**src/rtl/multicycle_controller.sv**
```systemverilog
// Multicycle MIPS-style control unit: a Moore FSM that steps each instruction
// through fetch, decode, execute, memory and writeback states. Each instruction
// retires with a single PC_ld/instr_done cycle.
// Optional feature: define ILLEGAL_OP_TRAP_EN to send an illegal opcode to a
// sticky TRAP state and add the trap port. Without it, an illegal opcode
// retires as a NOP.
module multicycle_controller (
  input  logic       clk,
  input  logic       rst,
  input  logic [5:0] opcode,
  input  logic [5:0] funct,
  input  logic       Zero,
  output logic       IR_ld,
  output logic       PC_ld,
  output logic       Reg_Write,
  output logic       memWrite,
  output logic       memRead,
  output logic       RegDst,
  output logic       ALUsrc,
  output logic       memToReg,
  output logic       PCsrc,
  output logic       Jmp,
  output logic [2:0] ALU_control,
  output logic       instr_done
`ifdef ILLEGAL_OP_TRAP_EN
  ,
  output logic       trap
`endif
);

  localparam logic [5:0] OP_RTYPE = 6'b000000;
  localparam logic [5:0] OP_LW    = 6'b100011;
  localparam logic [5:0] OP_SW    = 6'b101011;
  localparam logic [5:0] OP_ADDI  = 6'b001000;
  localparam logic [5:0] OP_SLTI  = 6'b001010;
  localparam logic [5:0] OP_BEQ   = 6'b000100;
  localparam logic [5:0] OP_J     = 6'b000010;

  localparam logic [2:0] ALU_AND = 3'b000;
  localparam logic [2:0] ALU_OR  = 3'b001;
  localparam logic [2:0] ALU_ADD = 3'b010;
  localparam logic [2:0] ALU_SUB = 3'b110;
  localparam logic [2:0] ALU_SLT = 3'b111;

  typedef enum logic [3:0] {
    IDLE   = 4'd0,
    FETCH  = 4'd1,
    DECODE = 4'd2,
    EXEC   = 4'd3,
    RWB    = 4'd4,
    MADR   = 4'd5,
    MRD    = 4'd6,
    MWB    = 4'd7,
    MWR    = 4'd8,
    IEXE   = 4'd9,
    IWB    = 4'd10,
    BR     = 4'd11,
    JMP    = 4'd12,
`ifdef ILLEGAL_OP_TRAP_EN
    TRAP   = 4'd14
`else
    NOP    = 4'd13
`endif
  } stateT;

  stateT state_q, state_d;
  logic [2:0] aluFromFunct;
  logic [2:0] aluFromOpcode;

  // State register; reset always returns to IDLE, abandoning any instruction in flight
  always_ff @(posedge clk) begin
    if (rst) state_q <= IDLE;
    else     state_q <= state_d;
  end

  // ALU operation requested by an R-type funct field; unknown functs fall back to ADD
  always_comb begin
    aluFromFunct = ALU_ADD;
    case (funct)
      6'b100000: aluFromFunct = ALU_ADD;
      6'b100010: aluFromFunct = ALU_SUB;
      6'b100100: aluFromFunct = ALU_AND;
      6'b100101: aluFromFunct = ALU_OR;
      6'b101010: aluFromFunct = ALU_SLT;
      default:   aluFromFunct = ALU_ADD;
    endcase
  end

  // Immediate instructions: slti compares, everything else (addi) adds
  always_comb begin
    aluFromOpcode = (opcode == OP_SLTI) ? ALU_SLT : ALU_ADD;
  end

  // Next-state logic: sequence each instruction class and return to FETCH on retire
  always_comb begin
    state_d = state_q;
    case (state_q)
      IDLE:   state_d = FETCH;
      FETCH:  state_d = DECODE;
      DECODE: begin
        case (opcode)
          OP_RTYPE:      state_d = EXEC;
          OP_LW, OP_SW:  state_d = MADR;
          OP_ADDI, OP_SLTI: state_d = IEXE;
          OP_BEQ:        state_d = BR;
          OP_J:          state_d = JMP;
`ifdef ILLEGAL_OP_TRAP_EN
          default:       state_d = TRAP;
`else
          default:       state_d = NOP;
`endif
        endcase
      end
      EXEC:   state_d = RWB;
      RWB:    state_d = FETCH;
      MADR:   state_d = (opcode == OP_LW) ? MRD : MWR;
      MRD:    state_d = MWB;
      MWB:    state_d = FETCH;
      MWR:    state_d = FETCH;
      IEXE:   state_d = IWB;
      IWB:    state_d = FETCH;
      BR:     state_d = FETCH;
      JMP:    state_d = FETCH;
`ifdef ILLEGAL_OP_TRAP_EN
      TRAP:   state_d = TRAP;
`else
      NOP:    state_d = FETCH;
`endif
      default: state_d = IDLE;
    endcase
  end

  // Output decode from state; only PCsrc also looks at the live Zero flag
  always_comb begin
    IR_ld       = 1'b0;
    PC_ld       = 1'b0;
    Reg_Write   = 1'b0;
    memWrite    = 1'b0;
    memRead     = 1'b0;
    RegDst      = 1'b0;
    ALUsrc      = 1'b0;
    memToReg    = 1'b0;
    PCsrc       = 1'b0;
    Jmp         = 1'b0;
    ALU_control = ALU_ADD;
    instr_done  = 1'b0;
`ifdef ILLEGAL_OP_TRAP_EN
    trap        = 1'b0;
`endif
    case (state_q)
      IDLE:   ALU_control = 3'b000;
      FETCH:  IR_ld = 1'b1;
      DECODE: begin
      end
      EXEC:   ALU_control = aluFromFunct;
      RWB: begin
        ALU_control = aluFromFunct;
        Reg_Write   = 1'b1;
        RegDst      = 1'b1;
        memToReg    = 1'b1;
        PC_ld       = 1'b1;
        instr_done  = 1'b1;
      end
      MADR:   ALUsrc = 1'b1;
      MRD: begin
        ALUsrc  = 1'b1;
        memRead = 1'b1;
      end
      MWB: begin
        ALUsrc     = 1'b1;
        memRead    = 1'b1;
        Reg_Write  = 1'b1;
        PC_ld      = 1'b1;
        instr_done = 1'b1;
      end
      MWR: begin
        ALUsrc     = 1'b1;
        memWrite   = 1'b1;
        PC_ld      = 1'b1;
        instr_done = 1'b1;
      end
      IEXE: begin
        ALUsrc      = 1'b1;
        ALU_control = aluFromOpcode;
      end
      IWB: begin
        ALUsrc      = 1'b1;
        ALU_control = aluFromOpcode;
        Reg_Write   = 1'b1;
        memToReg    = 1'b1;
        PC_ld       = 1'b1;
        instr_done  = 1'b1;
      end
      BR: begin
        ALU_control = ALU_SUB;
        PCsrc       = Zero;
        PC_ld       = 1'b1;
        instr_done  = 1'b1;
      end
      JMP: begin
        Jmp        = 1'b1;
        PC_ld      = 1'b1;
        instr_done = 1'b1;
      end
`ifdef ILLEGAL_OP_TRAP_EN
      TRAP: begin
        ALU_control = 3'b000;
        trap        = 1'b1;
      end
`else
      NOP: begin
        PC_ld      = 1'b1;
        instr_done = 1'b1;
      end
`endif
      default: ALU_control = 3'b000;
    endcase
  end

endmodule
```
**config.mk**
```make
export PLATFORM = sky130hd
export DESIGN_NAME = multicycle_controller
export DESIGN_NICKNAME = d
export VERILOG_FILES = /design/src/rtl/multicycle_controller.sv
export SDC_FILE = /design/constraint.sdc
export NUM_CORES = 1
export LEC_CHECK = 0
export ABC_AREA = 1
export CAP_MARGIN = 10
export CELL_PAD_IN_SITES_DETAIL_PLACEMENT = 2
export CELL_PAD_IN_SITES_GLOBAL_PLACEMENT = 2
export CORE_MARGIN = 3
export CORE_UTILIZATION = 17
export CTS_CLUSTER_DIAMETER = 150
export DETAILED_ROUTE_END_ITERATION = 16
export GPL_ROUTABILITY_DRIVEN = 0
export GPL_TIMING_DRIVEN = 0
export PLACE_DENSITY = 0.78
export SETUP_SLACK_MARGIN = 0.4
export SLEW_MARGIN = 5
export SYNTH_ARGS = -nofsm -noshare
export SYNTH_HDL_FRONTEND = slang
export SYNTH_SLANG_ARGS = --single-unit
```
**constraint.sdc**
```tcl
create_clock -name clk -period 1.68 [get_ports clk]
set_clock_uncertainty 0.15 [all_clocks]
set_input_delay 0.252 -clock clk [delete_from_list [all_inputs] [get_ports clk]]
set_output_delay 0.252 -clock clk [all_outputs]
set_load 0.005 [all_outputs]
```
==> impl_metrics.env, run 1 <==
export IMPL_stdcell_area_mm2=0.00163
export IMPL_rsz0062_at_grt="yes"
export IMPL_dp_cells=183
export IMPL_diodes=0
export IMPL_busiest_layer="met2"
export IMPL_hold_violations=0
export IMPL_outcome="complete, but fails checks"
export IMPL_use_met3_pct=1.93
export IMPL_final_core_util_pct=52.2
export IMPL_antenna_found_initial=0
export IMPL_drive_gt1_share_pct=69.8
export IMPL_cpMaxStageDelayCell="dfxtp_4"
export IMPL_ctsHoldBuffers=0
export IMPL_violations="negative setup slack"
export IMPL_ant_nets=0
export IMPL_use_met1_pct=26.2
export IMPL_path_max_fanout=5
export IMPL_fmax_ghz=0.497
export IMPL_cp_top_family="buffers and inverters"
export IMPL_clock_sinks=4
export IMPL_synth_warnings=0
export IMPL_cts_path_max_buffers=2
export IMPL_finalWirelength_mm=5.90
export IMPL_area_delta_synth_final_pct=187
export IMPL_dieArea_mm2=0.00407
export IMPL_yosysSeqAreaShare_pct=14.1
export IMPL_cts_buffers=3
export IMPL_io_buffers=28
export IMPL_reg_top3="state_q x4"
export IMPL_cts_tree="yes"
export IMPL_layoutNonFillerInstCount=236
export IMPL_fin_crit_ns=2.01
export IMPL_placed_area_um2=913
export IMPL_grt_total_usage_pct=21.2
export IMPL_post_route_period_util_pct=120
export IMPL_max_vdd_ir_drop_v=0.000651
export IMPL_setup_viol=16
export IMPL_path_buf_inv=4
export IMPL_dieWidth_um=63.8
export IMPL_wl_per_cell_um=25.0
export IMPL_syn_inst=111
export IMPL_worst_slew_pin_transition_ns=0.335
export IMPL_drt_first_pass_iters=4
export IMPL_start_util_pct=18.2
export IMPL_hpwlAfterDp_mm=1.95
export IMPL_p_leak_uw=0.000887
export IMPL_slew_viol_final=0
export IMPL_grt_pass1_wl_mm=6.69
export IMPL_fillers=341
export IMPL_core_area_mm2=0.00313
export IMPL_power_density_mw_per_mm2=1150
export IMPL_drcViolationCount=0
export IMPL_hold_class="input pin to register"
export IMPL_root_buffer="clkbuf_4"
export IMPL_yosys_register_bits=4
export IMPL_routed_via_density=4.82
export IMPL_grt_use_met2_pct=38.3
export IMPL_netlist_area_um2=568
export IMPL_core_rowCount=20
export IMPL_io_pins=29
export IMPL_crit_path_end_kind="output port"
export IMPL_vias=1137
export IMPL_largest_reg_flops=4
export IMPL_holdWs_ns=0.425
export IMPL_cp_data_arrival_time_ns=1.61
export IMPL_cts_max_level=1
export IMPL_maxSlewHeadroom_pct=77.6
export IMPL_setup_worst_path_class="register to output port"
export IMPL_syn_nets=126
export IMPL_drv_cap=0
export IMPL_worstPathCellList="buf_6, nor2_4, buf_6, nand4_1, buf_4, o221ai_2, buf_2"
export IMPL_critPathMaxStageDelay_ns=0.37
export IMPL_die_y_um=63.8
export IMPL_overflow=0
export IMPL_setup_ws_ns=-0.334
export IMPL_required_ns=1.28
export IMPL_grt_max_degree=6
export IMPL_clk_transition_reported_paths_ns=0.05
export IMPL_path_common_cell="buf_6"
export IMPL_drtIter0Drc=83
export IMPL_start_kind="register"
export IMPL_clock_latency_ns=0.24
export IMPL_grt_pass1_vias=1204
export IMPL_top_register="state_q"
export IMPL_avgSynthCellArea_um2=5.12
export IMPL_fin_nets=209
export IMPL_yosysUniqueCellTypes=22
## kinds of logic after synthesis
family	synth area share [%]
compound gates	14.5
flops	14.1
buf+inv	17.2
simple gates	54.2
## synthesized netlist by cell type
cell type	n	area share (%)
nor2_1	21	14
nand3_1	11	9.7
nand2_1	28	19
a21oi_1	3	2.6
o221ai_2	1	2.6
nand3_2	2	3.5
a21oi_2	1	1.5
buf_4	1	1.3
inv_1	18	12
nand4_1	1	1.1
nor2_2	2	2.2
clkinv_1	1	0.66
o21ai_1	4	3.5
dfxtp_1	4	14
nand3b_1	1	1.3
o21ai_0	2	1.8
o22ai_1	1	1.1
nand2_2	1	1.1
o31ai_1	1	1.3
inv_2	5	3.3
nor3_1	1	0.88
nor2_4	1	2.0
## per-layer routing
layer	part of all wire (%)	vias up
met2	48	42
li1	-	506
met5	0	-
met1	46	583
met4	1.3	0
met3	4.8	6
## final cells by class
class	instances	area (um2)	share of cell area, %
Multi-Input combinational cell	82	602	36.9
Clock buffer	3	22.5	1.38
Timing Repair Buffer	78	744	45.6
Inverter	24	103	6.28
Sequential cell	4	95.1	5.82
Tap cell	44	55.1	3.37
Buffer	1	11.3	0.690
## cell usage in the layout (no fill, tap or decap), types with 6 or more instances in the layout
cell type | synthesis | routed
nor2_1 | 21 | 11
inv_2 | 5 | 12
buf_2 | 0 | 9
nand2_2 | 1 | 9
nand2_4 | 0 | 6
nand3_1 | 11 | 7
inv_1 | 18 | 9
nand2_1 | 28 | 14
buf_6 | 0 | 36
nor2_4 | 1 | 8
buf_4 | 1 | 21
## where the power goes
group | switching (uW) | internal (uW)
Sequential | 66.8 | 142
Clock | 52.5 | 80.8
Combinational | 783 | 748
Total | 903 | 970
## tightest hold or removal path, stage by stage
cell and delay (ns):
buf_6 0.10, nor2_1 0.06, nand3_1 0.14, nand2_1 0.10, a21oi_2 0.13
## through the flow
stage / worst slack, ns / total power (uW) / setup TNS [ns]
global placement: -0.603 / 740 / -2.19
finish: -0.334 / 1870 / -2.47
global route: -0.395 / 1950 / -3.24
CTS: -0.126 / 1270 / -0.570
floorplan: 0.359 / 471 / 0
detailed placement: -0.640 / 762 / -2.51
## path summary, 6_finish.rpt
path                            cells past startpoint        endpoint  startpoint  slack [ns]
worst min register to register                      3      state_q[1]  state_q[2]        0.61
worst max-delay path                                7  ALU_control[0]  state_q[2]       -0.33
worst min-delay path                                5      state_q[0]   opcode[0]        0.42
worst max register to register                     10      state_q[1]  state_q[2]       -0.07
## timing repair
action,4_1_cts,5_1_grt
endpoints found under the setup margin,18,18
pin swaps,21,17
resized for setup,147,43
buffers inserted,32,18
No activity file was read; power rests on OpenSTA's default activity.
==> inputs of run 2 (changes only) <==
--- a/config.mk
+++ b/config.mk
@@ -9,7 +9,7 @@
 export CAP_MARGIN = 10
 export CELL_PAD_IN_SITES_DETAIL_PLACEMENT = 2
 export CELL_PAD_IN_SITES_GLOBAL_PLACEMENT = 2
-export CORE_MARGIN = 3
+export CORE_MARGIN = 2
 export CORE_UTILIZATION = 17
 export CTS_CLUSTER_DIAMETER = 150
 export DETAILED_ROUTE_END_ITERATION = 16
@@ -17,7 +17,7 @@
 export GPL_TIMING_DRIVEN = 0
 export PLACE_DENSITY = 0.78
 export SETUP_SLACK_MARGIN = 0.4
-export SLEW_MARGIN = 5
+export SLEW_MARGIN = 20
 export SYNTH_ARGS = -nofsm -noshare
 export SYNTH_HDL_FRONTEND = slang
 export SYNTH_SLANG_ARGS = --single-unit
==> constraint.sdc (replaced) <==
create_clock -name clk -period 1.68 [get_ports clk]
set_clock_uncertainty 0.15 [all_clocks]
set_input_delay 0.252 -clock clk [delete_from_list [all_inputs] [get_ports clk]]
set_output_delay 0.252 -clock clk [all_outputs]
set_load 0.05 [all_outputs]
==> run 2 against run 1 <==
The run still ends with negative setup slack left. Clock power about the same. Global-route usage is 6.4 points lower. Cell area decreased by 15%. Die area fell by 6.2%. Combinational power is 13% lower. Register-to-register slack gained 0.33 ns. Sequential power is 4% higher. Routed wire length decreased by 48%. Sequential cell count is the same. Sequential share of layout area is 1.0 points higher. Critical path type unchanged. Critical endpoint unchanged. Largest power group unchanged. Highest routed layer is now met3.
==> impl_metrics.env, run 2 (synthesis gave the netlist of run 1 again) <==
export IMPL_stdcell_area_mm2=0.00139
export IMPL_grt_pass1_vias=915
export IMPL_io_buffers=28
export IMPL_holdWs_ns=0.478
export IMPL_overflow=0
export IMPL_drive_gt1_share_pct=56.4
export IMPL_final_core_util_pct=44.6
export IMPL_cts_tree="yes"
export IMPL_antenna_found_initial=0
export IMPL_slew_viol_final=0
export IMPL_violations="negative setup slack"
export IMPL_start_util_pct=18.2
export IMPL_path_common_cell="nand2_4"
export IMPL_setup_viol=11
export IMPL_hpwlAfterDp_mm=1.91
export IMPL_max_vdd_ir_drop_v=0.000681
export IMPL_cp_data_arrival_time_ns=1.43
export IMPL_setup_worst_path_class="register to output port"
export IMPL_post_place_ws_ns=-0.999
export IMPL_final_cell_mix="nand2_1 (17), buf_4 (17), nor2_1 (12), inv_1 (11), nor2_4 (10)"
export IMPL_largest_reg_flops=4
export IMPL_hold_class="input pin to register"
export IMPL_drt_first_pass_iters=2
export IMPL_use_met3_pct=2.48
export IMPL_dp_cells=183
export IMPL_r2r_setup_slack_ns=0.26
export IMPL_maxSlewHeadroom_pct=77.5
export IMPL_power_density_mw_per_mm2=1210
export IMPL_required_ns=1.28
export IMPL_hold_violations=0
export IMPL_worstPathCellList="nor2_4, nand2_4, nand2_4, nand2_4, o221ai_4, buf_6"
export IMPL_reg2reg_to="state_q[2]"
export IMPL_crit_path_end="ALU_control[0]"
export IMPL_worst_slew_pin_transition_ns=0.335
export IMPL_die_y_um=61.8
export IMPL_core_area_mm2=0.00313
export IMPL_setup_ws_ns=-0.155
export IMPL_grt_total_usage_pct=14.8
export IMPL_rr_startpoint="state_q[2]"
export IMPL_cts_buffers=3
export IMPL_dieArea_mm2=0.00382
export IMPL_cts_path_max_buffers=2
export IMPL_crit_path_end_kind="output port"
export IMPL_use_met1_pct=16.6
export IMPL_fin_nets=179
export IMPL_grt_max_degree=8
export IMPL_cts_max_level=1
export IMPL_routed_via_density=4.39
export IMPL_io_pins=29
export IMPL_clock_sinks=4
export IMPL_p_leak_uw=0.000747
export IMPL_layoutNonFillerInstCount=207
export IMPL_holdCritStartpoint="rst"
export IMPL_drv_cap=0
export IMPL_busiest_layer="met2"
export IMPL_reg_top3="state_q x4"
export IMPL_post_route_period_util_pct=109
export IMPL_cpMaxStageDelayCell="dfxtp_4"
export IMPL_drtIter0Drc=1
export IMPL_fin_crit_ns=1.84
export IMPL_clk_transition_reported_paths_ns=0.04
export IMPL_r2r_cells=8
export IMPL_diodes=0
export IMPL_critPathMaxStageDelay_ns=0.37
export IMPL_grt_pass1_wl_mm=4.19
export IMPL_ant_nets=0
export IMPL_placed_area_mm2=0.00101
export IMPL_wl_per_cell_um=14.9
export IMPL_drcViolationCount=0
export IMPL_vias=909
export IMPL_fmax_ghz=0.545
export IMPL_finalWirelength_mm=3.08
export IMPL_root_buffer="clkbuf_4"
export IMPL_grt_use_met2_pct=30.1
export IMPL_outcome="complete, but fails checks"
export IMPL_core_rowCount=20
export IMPL_top_register="state_q"
export IMPL_path_max_fanout=6
export IMPL_dieWidth_um=61.8
export IMPL_rsz0062_at_grt="yes"
export IMPL_clock_latency_ns=0.24
export IMPL_crit_start="state_q[0]"
export IMPL_start_kind="register"
export IMPL_area_delta_synth_final_pct=145
export IMPL_ctsHoldBuffers=0
run 2: changes by cell type in the layout (fill, tap and decap cells not counted), moves of 3 or more:
cell / change
buf_6: -27
buf_2: -9
buf_8: +8
dlygate4sd2_1: +6
nand2_2: -5
buf_4: -4
clkdlybuf4s15_2: -3
inv_2: -3
inv_4: +3
nand2_1: +3
nor2_2: -3
run 2: worst max-delay path, delay by kind of cell, from the launching register on:
family                 cells  cell delay, ns
AO/OA/AOI/OAI              1            0.21
buffers and inverters      1            0.19
flip-flops                 1            0.37
AND/OR/NAND/NOR            4            0.42
run 2: repair_timing:
item,in CTS,in global routing
setup buffers,9,11
resized for setup,136,30
hold endpoints to repair,0,0
endpoints found under the setup margin,18,18
pin swaps,9,11
run 2: routing by layer:
metal  wire (um)  share of wire [%]
met1        1170                 38
met2        1820                 59
met3          88                2.9
met4           0                  0
met5           0                  0
run 2: where the power goes:
| part | switching, uW | total (uW) | internal (uW) |
|---|---|---|---|
| Clock | 43.9 | 133 | 89.4 |
| Sequential | 75.3 | 217 | 142 |
| Combinational | 785 | 1330 | 548 |
| Total | 904 | 1680 | 780 |
run 2: metrics by stage:
stage | total power, uW | setup TNS (ns)
3_5_place_dp | 1140 | -7.38
2_1_floorplan | 850 | 0
6_report | 1680 | -0.864
3_3_place_gp | 1120 | -7.15
5_1_grt | 1790 | -1.62
4_1_cts | 1450 | -0.856
run 2: cell type report:
type / instances / area, um2
timing repair buffer: 48 / 494
tap: 44 / 55.1
multi-input combinational: 82 / 613
clock buffer: 4 / 26.3
sequential: 4 / 95.1
inverter: 24 / 98.8
buffer: 1 / 11.3
fill: 379 / 1730
run 2: how the worst min path moves through the flow:
stage,end,slack (ns),depth (start not counted)
global route,state_q[1],0.49,2
finish,state_q[2],0.48,2
floorplan,state_q[2],0.16,1
CTS,state_q[2],0.47,2
detailed placement,state_q[1],0.48,3
global placement,state_q[1],0.48,3
==> inputs of run 3 (changes only) <==
--- a/config.mk
+++ b/config.mk
@@ -6,10 +6,10 @@
 export NUM_CORES = 1
 export LEC_CHECK = 0
 export ABC_AREA = 1
-export CAP_MARGIN = 10
+export ABC_CLOCK_PERIOD_IN_PS = 1680
+export CAP_MARGIN = 20
 export CELL_PAD_IN_SITES_DETAIL_PLACEMENT = 2
 export CELL_PAD_IN_SITES_GLOBAL_PLACEMENT = 2
-export CORE_MARGIN = 2
 export CORE_UTILIZATION = 17
 export CTS_CLUSTER_DIAMETER = 150
 export DETAILED_ROUTE_END_ITERATION = 16
==> run 3 against run 2 <==
The flow still finishes with violations (negative setup slack). Critical endpoint unchanged. Final cell count rose by 0.48%. Sequential cell count unchanged. Largest power group unchanged. Via count rose by 3.0%. Largest cell class unchanged. Global-route usage up 0.80 points. Utilization is 2.8 points higher. Routed wire length increased by 13%. Register-to-register slack lost 0.21 ns. Worst hold slack improved by 0.026 ns. Die area fell by 6.4%. First-iteration DRC count rose to 13 times the previous value. Combinational power up 8%. Sequential power is 5% higher.
==> impl_metrics.env, run 3 (synthesis gave the netlist of run 1 again) <==
export IMPL_outcome="complete, but fails checks"
export IMPL_violations="negative setup slack"
export IMPL_hpwlAfterDp_mm=1.94
export IMPL_largest_reg_flops=4
export IMPL_setup_ws_ns=-0.239
export IMPL_reg_top3="state_q x4"
export IMPL_rsz0062_at_grt="yes"
export IMPL_r2r_setup_slack_ns=0.05
export IMPL_holdWs_ns=0.504
export IMPL_cts_tree="yes"
export IMPL_placed_area_mm2=0.00101
export IMPL_fin_crit_ns=1.92
export IMPL_core_area_mm2=0.00310
export IMPL_wl_per_cell_um=16.8
export IMPL_worst_slew_pin_transition_ns=0.257
export IMPL_drt_first_pass_iters=4
export IMPL_clk_transition_reported_paths_ns=0.04
export IMPL_post_route_period_util_pct=114
export IMPL_cpMaxStageDelayCell="dfxtp_4"
export IMPL_overflow=0
export IMPL_cts_path_max_buffers=2
export IMPL_stdcell_area_mm2=0.00147
export IMPL_cp_top_family="simple AND/OR/NAND/NOR gates"
export IMPL_critPathMaxStageDelay_ns=0.36
export IMPL_die_y_um=59.8
export IMPL_start_util_pct=18.3
export IMPL_power_total_uw=1790
export IMPL_p_seq_share_pct=12.7
export IMPL_io_pins=29
export IMPL_hold_violations=0
export IMPL_ctsHoldBuffers=0
export IMPL_area_delta_synth_final_pct=159
export IMPL_seq_area_um2=95.1
export IMPL_cts_buffers=3
export IMPL_p_leak_uw=0.000779
export IMPL_hold_class="input pin to register"
export IMPL_diodes=0
export IMPL_grt_total_usage_pct=15.6
export IMPL_power_density_mw_per_mm2=1220
export IMPL_clockPowerShare_pct=7.1
export IMPL_crit_start="state_q[2]"
export IMPL_slew_viol_final=0
export IMPL_max_vdd_ir_drop_v=0.000607
export IMPL_drcViolationCount=0
export IMPL_fin_nets=181
export IMPL_path_buf_inv=2
export IMPL_dieArea_mm2=0.00358
export IMPL_routed_via_density=4.50
export IMPL_worstPathCellList="buf_6, nor2_4, nand4_1, o221ai_4, buf_6"
export IMPL_p_int_uw=803
export IMPL_comb_power_share_pct=80.2
export IMPL_fmax_ghz=0.521
export IMPL_grt_pass1_vias=946
export IMPL_multi_input_area_um2=642
export IMPL_setup_worst_path_class="register to output port"
export IMPL_maxSlewHeadroom_pct=82.8
export IMPL_ant_nets=0
export IMPL_finalWirelength_mm=3.49
export IMPL_drv_cap=0
export IMPL_path_max_fanout=5
export IMPL_start_kind="register"
export IMPL_io_buffers=28
export IMPL_drtIter0Drc=13
export IMPL_clock_latency_ns=0.24
export IMPL_final_common_cell="buf_6"
export IMPL_grt_pass1_wl_mm=4.28
export IMPL_setup_viol=11
export IMPL_crit_path_end_kind="output port"
export IMPL_drive_gt1_share_pct=61.0
export IMPL_root_buffer="clkbuf_4"
export IMPL_fillers=362
export IMPL_rr_startpoint="state_q[2]"
export IMPL_holdCritStartpoint="rst"
export IMPL_path_common_cell="buf_6"
export IMPL_antenna_found_initial=0
export IMPL_vias=936
export IMPL_grt_max_degree=8
export IMPL_final_cell_mix="buf_6 (16), nand2_1 (14), nor2_1 (12), buf_4 (12)"
export IMPL_clock_sinks=4
export IMPL_dieWidth_um=59.8
export IMPL_cts_max_level=1
export IMPL_p_sw_uw=987
export IMPL_p_sw_share_pct=55.1
export IMPL_required_ns=1.28
export IMPL_top_register="state_q"
export IMPL_core_rowCount=20
export IMPL_cp_data_arrival_time_ns=1.52
==> run 3: layout make-up <==
cell class	instances	area share, %
multi-input combinational	82	43.7
buffer	1	0.767
sequential	4	6.47
timing repair buffer	50	36.2
tap	44	3.75
clock buffer	3	1.53
inverter	24	7.58
==> run 3: per-stage QoR <==
step	cells	setup WS (ns)	TNS [ns]	utilization (%)
2_1_floorplan	111	0.117	0	-
3_3_place_gp	183	-0.980	-7.39	32.5
3_5_place_dp	183	-1.04	-7.83	32.5
4_1_cts	194	-0.175	-1.18	36.8
5_1_grt	208	-0.303	-1.89	47.3
6_report	208	-0.239	-1.31	47.3
==> run 3: power by group through the flow <==
stage | combinational (uW) | sequential [uW] | clock [uW]
finish | 1440 | 227 | 128
global route | 1510 | 236 | 136
CTS | 1020 | 205 | 124
detailed placement | 938 | 200 | 0
global placement | 918 | 199 | 0
floorplan | 666 | 184 | 0
==> run 3: per-layer routing <==
layer	vias to the layer above	share of wire (%)	track usage, %
li1	458	-	-
met1	450	40	17.0
met2	24	57	33.0
met3	4	2.0	0
met4	0	1.1	2.99
met5	-	0	0
==> run 3: path summary, 6_finish.rpt <==
path,end,cells after the start
min reg2reg,state_q[1],4
max,ALU_control[0],5
min,state_q[1],2
max reg2reg,state_q[2],9
==> run 3: repair_timing <==
action	4_1_cts	5_1_grt
buffers inserted	8	14
gates resized for setup	119	69
hold endpoints to repair	0	0
pin swaps	12	14
setup endpoints to repair	18	18
==> run 3: worst register-to-register path: cells and delay by family, from the launching register on <==
kind            cells  cell delay (ns)
flops               1             0.38
compound gates      2             0.30
buf+inv             4             0.42
simple gates        3             0.29
